**src/rtl/rx_lane_fifo.sv**
```systemverilog
// rx_lane_fifo: four independent per-lane circular FIFOs behind the 1:4 demux.
// Each lane buffers 2^ADDR_W bytes and raises occupancy flags. An aggregate
// pause is the OR of the lane almost-full flags.
// Optional feature macro: RX_LANE_FIFO_OVF_EN. When it is defined, a sticky
// per-lane overflow bit records dropped pushes. Without it, overflow ties to 0.
module rx_lane_fifo #(
  parameter int unsigned DATA_W    = 8,
  parameter int unsigned ADDR_W    = 2,
  parameter int unsigned AF_THRESH = 3,
  parameter int unsigned AE_THRESH = 1
) (
  input  logic              clk1f,
  input  logic              reset,
  input  logic [DATA_W-1:0] in0,
  input  logic [DATA_W-1:0] in1,
  input  logic [DATA_W-1:0] in2,
  input  logic [DATA_W-1:0] in3,
  input  logic [3:0]        valid_in,
  input  logic [3:0]        pop,
  output logic [DATA_W-1:0] out0,
  output logic [DATA_W-1:0] out1,
  output logic [DATA_W-1:0] out2,
  output logic [DATA_W-1:0] out3,
  output logic [3:0]        valid_out,
  output logic [3:0]        full,
  output logic [3:0]        empty,
  output logic [3:0]        almost_full,
  output logic [3:0]        almost_empty,
  output logic              pause,
  output logic [3:0]        overflow
);

  localparam int unsigned LANES = 4;
  localparam int unsigned DEPTH = 1 << ADDR_W;
  localparam int unsigned CNT_W = ADDR_W + 1;

  logic [DATA_W-1:0] in_lane [LANES];
  logic [DATA_W-1:0] mem_q   [LANES][DEPTH];
  logic [ADDR_W-1:0] wr_ptr_q [LANES];
  logic [ADDR_W-1:0] wr_ptr_d [LANES];
  logic [ADDR_W-1:0] rd_ptr_q [LANES];
  logic [ADDR_W-1:0] rd_ptr_d [LANES];
  logic [CNT_W-1:0]  cnt_q    [LANES];
  logic [CNT_W-1:0]  cnt_d    [LANES];
  logic [DATA_W-1:0] dout_q   [LANES];
  logic [DATA_W-1:0] dout_d   [LANES];
  logic [3:0]        vout_q, vout_d;
  logic [3:0]        push_ok, pop_ok;

  assign in_lane[0] = in0;
  assign in_lane[1] = in1;
  assign in_lane[2] = in2;
  assign in_lane[3] = in3;

  // Per-lane accept decisions, pointer/count updates and read data.
  always_comb begin
    push_ok = 4'b0;
    pop_ok  = 4'b0;
    vout_d  = 4'b0;
    for (int k = 0; k < LANES; k++) begin
      wr_ptr_d[k] = wr_ptr_q[k];
      rd_ptr_d[k] = rd_ptr_q[k];
      cnt_d[k]    = cnt_q[k];
      dout_d[k]   = dout_q[k];
      pop_ok[k]   = pop[k] && (cnt_q[k] != CNT_W'(0));
      // A full lane still takes a push when a pop frees a slot this cycle.
      push_ok[k]  = valid_in[k] && ((cnt_q[k] != CNT_W'(DEPTH)) || pop_ok[k]);
      if (push_ok[k]) wr_ptr_d[k] = wr_ptr_q[k] + ADDR_W'(1);
      if (pop_ok[k]) begin
        rd_ptr_d[k] = rd_ptr_q[k] + ADDR_W'(1);
        dout_d[k]   = mem_q[k][rd_ptr_q[k]];
        vout_d[k]   = 1'b1;
      end
      if (push_ok[k] && !pop_ok[k])      cnt_d[k] = cnt_q[k] + CNT_W'(1);
      else if (!push_ok[k] && pop_ok[k]) cnt_d[k] = cnt_q[k] - CNT_W'(1);
    end
  end

  // Control state with synchronous active-low reset.
  always_ff @(posedge clk1f) begin
    if (!reset) begin
      vout_q <= 4'b0;
      for (int k = 0; k < LANES; k++) begin
        wr_ptr_q[k] <= '0;
        rd_ptr_q[k] <= '0;
        cnt_q[k]    <= '0;
        dout_q[k]   <= '0;
      end
    end else begin
      vout_q <= vout_d;
      for (int k = 0; k < LANES; k++) begin
        wr_ptr_q[k] <= wr_ptr_d[k];
        rd_ptr_q[k] <= rd_ptr_d[k];
        cnt_q[k]    <= cnt_d[k];
        dout_q[k]   <= dout_d[k];
      end
    end
  end

  // Storage writes. The array is not cleared, and writes are blocked during reset.
  always_ff @(posedge clk1f) begin
    if (reset) begin
      for (int k = 0; k < LANES; k++) begin
        if (push_ok[k]) mem_q[k][wr_ptr_q[k]] <= in_lane[k];
      end
    end
  end

  // Occupancy flags decoded from registered counts.
  always_comb begin
    full         = 4'b0;
    empty        = 4'b0;
    almost_full  = 4'b0;
    almost_empty = 4'b0;
    for (int k = 0; k < LANES; k++) begin
      full[k]         = (cnt_q[k] == CNT_W'(DEPTH));
      empty[k]        = (cnt_q[k] == CNT_W'(0));
      almost_full[k]  = (cnt_q[k] >= CNT_W'(AF_THRESH));
      almost_empty[k] = (cnt_q[k] <= CNT_W'(AE_THRESH));
    end
  end

  assign pause     = |almost_full;
  assign valid_out = vout_q;
  assign out0      = dout_q[0];
  assign out1      = dout_q[1];
  assign out2      = dout_q[2];
  assign out3      = dout_q[3];

`ifdef RX_LANE_FIFO_OVF_EN
  logic [3:0] ovf_q, ovf_d;

  // Sticky drop indicator: set by a push that is rejected on a full lane.
  always_comb begin
    ovf_d = ovf_q | (valid_in & ~push_ok);
  end

  // Overflow register, cleared only by reset.
  always_ff @(posedge clk1f) begin
    if (!reset) ovf_q <= 4'b0;
    else        ovf_q <= ovf_d;
  end

  assign overflow = ovf_q;
`else
  assign overflow = 4'b0;
`endif

endmodule
```
**config.mk**
```make
export PLATFORM = sky130hd
export DESIGN_NAME = rx_lane_fifo
export DESIGN_NICKNAME = d
export VERILOG_FILES = /design/src/rtl/rx_lane_fifo.sv
export SDC_FILE = /design/constraint.sdc
export NUM_CORES = 1
export LEC_CHECK = 0
export BUFFER_PORTS_ARGS = -buffer_cell sky130_fd_sc_hd__buf_4
export CAP_MARGIN = 20
export CORE_UTILIZATION = 50
export CTS_BUF_LIST = sky130_fd_sc_hd__clkbuf_2
export CTS_CLUSTER_SIZE = 14
export DETAILED_ROUTE_END_ITERATION = 8
export GPL_TIMING_DRIVEN = 0
export PLACE_DENSITY = 0.74
export SLEW_MARGIN = 20
export SYNTH_ARGS = -nofsm -noshare
export SYNTH_HDL_FRONTEND = slang
export SYNTH_SLANG_ARGS = --single-unit
```
**constraint.sdc**
```tcl
create_clock -name clk1f -period 2.8 [get_ports clk1f]
set_clock_uncertainty 0.15 [all_clocks]
set_input_delay 0.28 -clock clk1f [delete_from_list [all_inputs] [get_ports clk1f]]
set_output_delay 0.28 -clock clk1f [all_outputs]
set_load 0.02 [all_outputs]
```
==> run summary <==
dpl cell area: 9060 µm²
CTS buffer count: 17
Starting DRT DRC Count: 265
I/O Pins: 99
global placer's final weighted congestion: 0.790
Fmax: 0.360 GHz
CP dominant cell by count: ha_4
pwr dens: 843 nW/µm²
GRT met1 Usage: 24.7%
CP Capture Type: output port
CTS tree: yes
met2 usage: 36.4%
critical path startpoint category: register
Longest Clk Path Bufs: 2
biggest area consumer among synthesized cells: edfxtp_1
Hold Crit Class: input pin to register
clock sink count: 192
Peak VDD IR: 0.991 mV
GRT Total Usage: 20.6%
Final Hold Viols: 0
vias per cell: 5.26
DR vias: 5093
maxcap violations: 0
Syn Std Cell Area: 8080 µm²
Port Buf Inserts: 93
Avg Cell Area, Syn: 14.9 µm²
H-tree depth: 4
# setup viols final: 0
synthesized flop and latch total: 192
Root Driver: clkbuf_2
leakage: 3.88 nW
initial antenna violation count: 0
Max Slew Vio Count: 0
GRT busiest layer: met2
Final period util: 99.3%
most frequent cells in the layout: 128 x edfxtp_1, 114 x buf_4, 65 x dlygate4sd3_1
Crit path largest cell delay: 540 ps
Worst Path Max Fanout: 2
Area contributors post-synth: edfxtp_1 48%, dfxtp_1 16%, mux4_1 8.1%
total power draw: 8.57 mW
Unique masters post-synth: 39
Clock transition at path regs: 280 ps
first-pass iteration count of the detailed router: 4
cell area after layout: 10200 µm²
yosys warns: 0
RSZ-0062 raised after global routing: yes
reg-to-reg slack, setup: 290 ps
met3 layer usage reported by global route: 4.95%
Rel. slew slack: 57.0%
final HPWL from detailed placement: 10.8 mm
Die H: 129 µm
worst path required time: 2370 ps
Worst-Skew Late Latency: 790 ps
area delta synth->final: 26.0%
WL per Instance: 17.0 µm
global-route wire length before repair: 25.5 mm
Tmin final: 2780 ps
FP Rows: 46
vias in the first global route: 5023
n_diodes: 0
CP cell instances: ha_4 -> ha_4 -> nor2_1 -> o21ai_1 -> or4_4 -> buf_6
status: completed
Initial Utilization: 51.1%
core area: 15800 µm²
grt total ovfl: 0
share of Yosys cell area claimed by the top area cell type: 47.6%
Post-Route Utilization: 64.3%
pin count of the biggest net entering global routing: 18
DRC violations left: 0
sequential-to-total area share from yosys stat: 63.4%
Synth Instances: 544
number of fill cells: 1172
nets@finish: 820
crit path kind: register to output port
Die W: 129 µm
crit path DAT: 2350 ps
Slowest-stage cell, CP: or4_4
most common cell after layout, fill and taps aside: edfxtp_1
worst-margin pin slew: 641 ps
post-route antenna net violation count: 0
layout cells sized above 1: 28.7%
total wire length: 16.4 mm
die footprint: 16700 µm²
[synth_stat cells (all sizes together)]
| cell | instances |
|---|---|
| clkbuf | 4 |
| nor3b | 4 |
| or2b | 4 |
| a21oi | 22 |
| inv | 41 |
| nand3 | 12 |
| edfxtp | 128 |
| o2bb2ai | 32 |
| and2 | 8 |
| xor2 | 4 |
| xnor2 | 4 |
| nor3 | 5 |
| and3b | 4 |
| conb | 1 |
| mux2i | 4 |
| and3 | 12 |
| ha | 38 |
| nor2 | 28 |
| nand3b | 4 |
| nand2 | 32 |
| buf | 20 |
| or4 | 5 |
| nor2b | 4 |
| mux4 | 32 |
| o21ai | 20 |
| o31ai | 4 |
| o21bai | 4 |
| dfxtp | 64 |
[repair_timing]
item	4_1_cts	5_1_grt
buffers inserted	12	5
endpoints found under the setup margin	1	11
pin swaps	7	1
hold buffers	58	7
gates cloned	0	0
gates resized for setup	24	17
endpoints found under the hold margin	204	18
[layout make-up]
cell class | count | area (µm²) | share of cell area, %
Clock buffer | 18 | 90.1 | 0.885
Buffer | 23 | 159 | 1.56
Timing Repair Buffer | 175 | 1480 | 14.5
Multi-Input combinational cell | 290 | 2750 | 27.0
Inverter | 41 | 159 | 1.56
Sequential cell | 192 | 5140 | 50.5
Tap cell | 216 | 270 | 2.66
Clock inverter | 14 | 134 | 1.32
[report_power, final]
| group | switching, mW | internal, mW |
|---|---|---|
| Clock | 0.969 | 0.340 |
| Combinational | 1.95 | 1.74 |
| Sequential | 0.186 | 3.39 |
[sequential cells by signal (all words and copies together) (netlist names)]
register and flops:
mem_q 128, dout_q 32, cnt_q 12, rd_ptr_q 8, wr_ptr_q 8, valid_out 4
[per-stage QoR]
step,hold WS (ps),setup TNS (ps),cells,setup slack (ps)
final,86.3,0,969,19.1
after detailed placement,304,0,856,174
after floorplan,229,0,547,574
after global placement,297,0,856,232
after CTS,0.699,-60.6,957,-60.6
after global routing,-4.25,-201,969,-167
[layer usage]
layer	routed length, µm	vias up	share of wire, %
met4	279	0	1.7
met5	0	-	0
li1	-	2435	-
met3	776	23	4.7
met2	8500	127	52
met1	6870	2508	42
[cell families (layout without fill, tap and decap cells)]
group,after synthesis,after routing,share of synthesized area (%)
DFF,192,192,63.4
buffers and inverters,65,271,3.90
xor gates and xnor gates,8,8,0.867
and+or+nand+nor,122,122,8.39
other,1,4,0.0464
muxes,36,36,10.6
adders and majority gates,38,38,5.88
AOI/OAI and AO/OA,82,82,6.91
[worst max-delay path, delay by kind of cell (launching register included)]
kind / cells / cell delay [ps]
buffers and inverters: 1 / 150
AO/OA/AOI/OAI: 1 / 80
AND/OR/NAND/NOR: 2 / 630
flip-flops: 1 / 410
adder cells (fa/ha/maj): 2 / 300
[final timing paths]
kind                        startpoint                   endpoint  depth (start not counted)
max           cnt_q[2][1]$_SDFFE_PN0P_                      pause                          6
min                             in1[6]     mem_q[1][22]$_DFFE_PP_                          2
max reg2reg   cnt_q[2][1]$_SDFFE_PN0P_   cnt_q[2][0]$_SDFFE_PN0P_                         10
min reg2reg  dout_q[0][2]$_SDFFE_PN0P_  dout_q[0][2]$_SDFFE_PN0P_                          2
No activity file was read; power rests on OpenSTA's default activity.
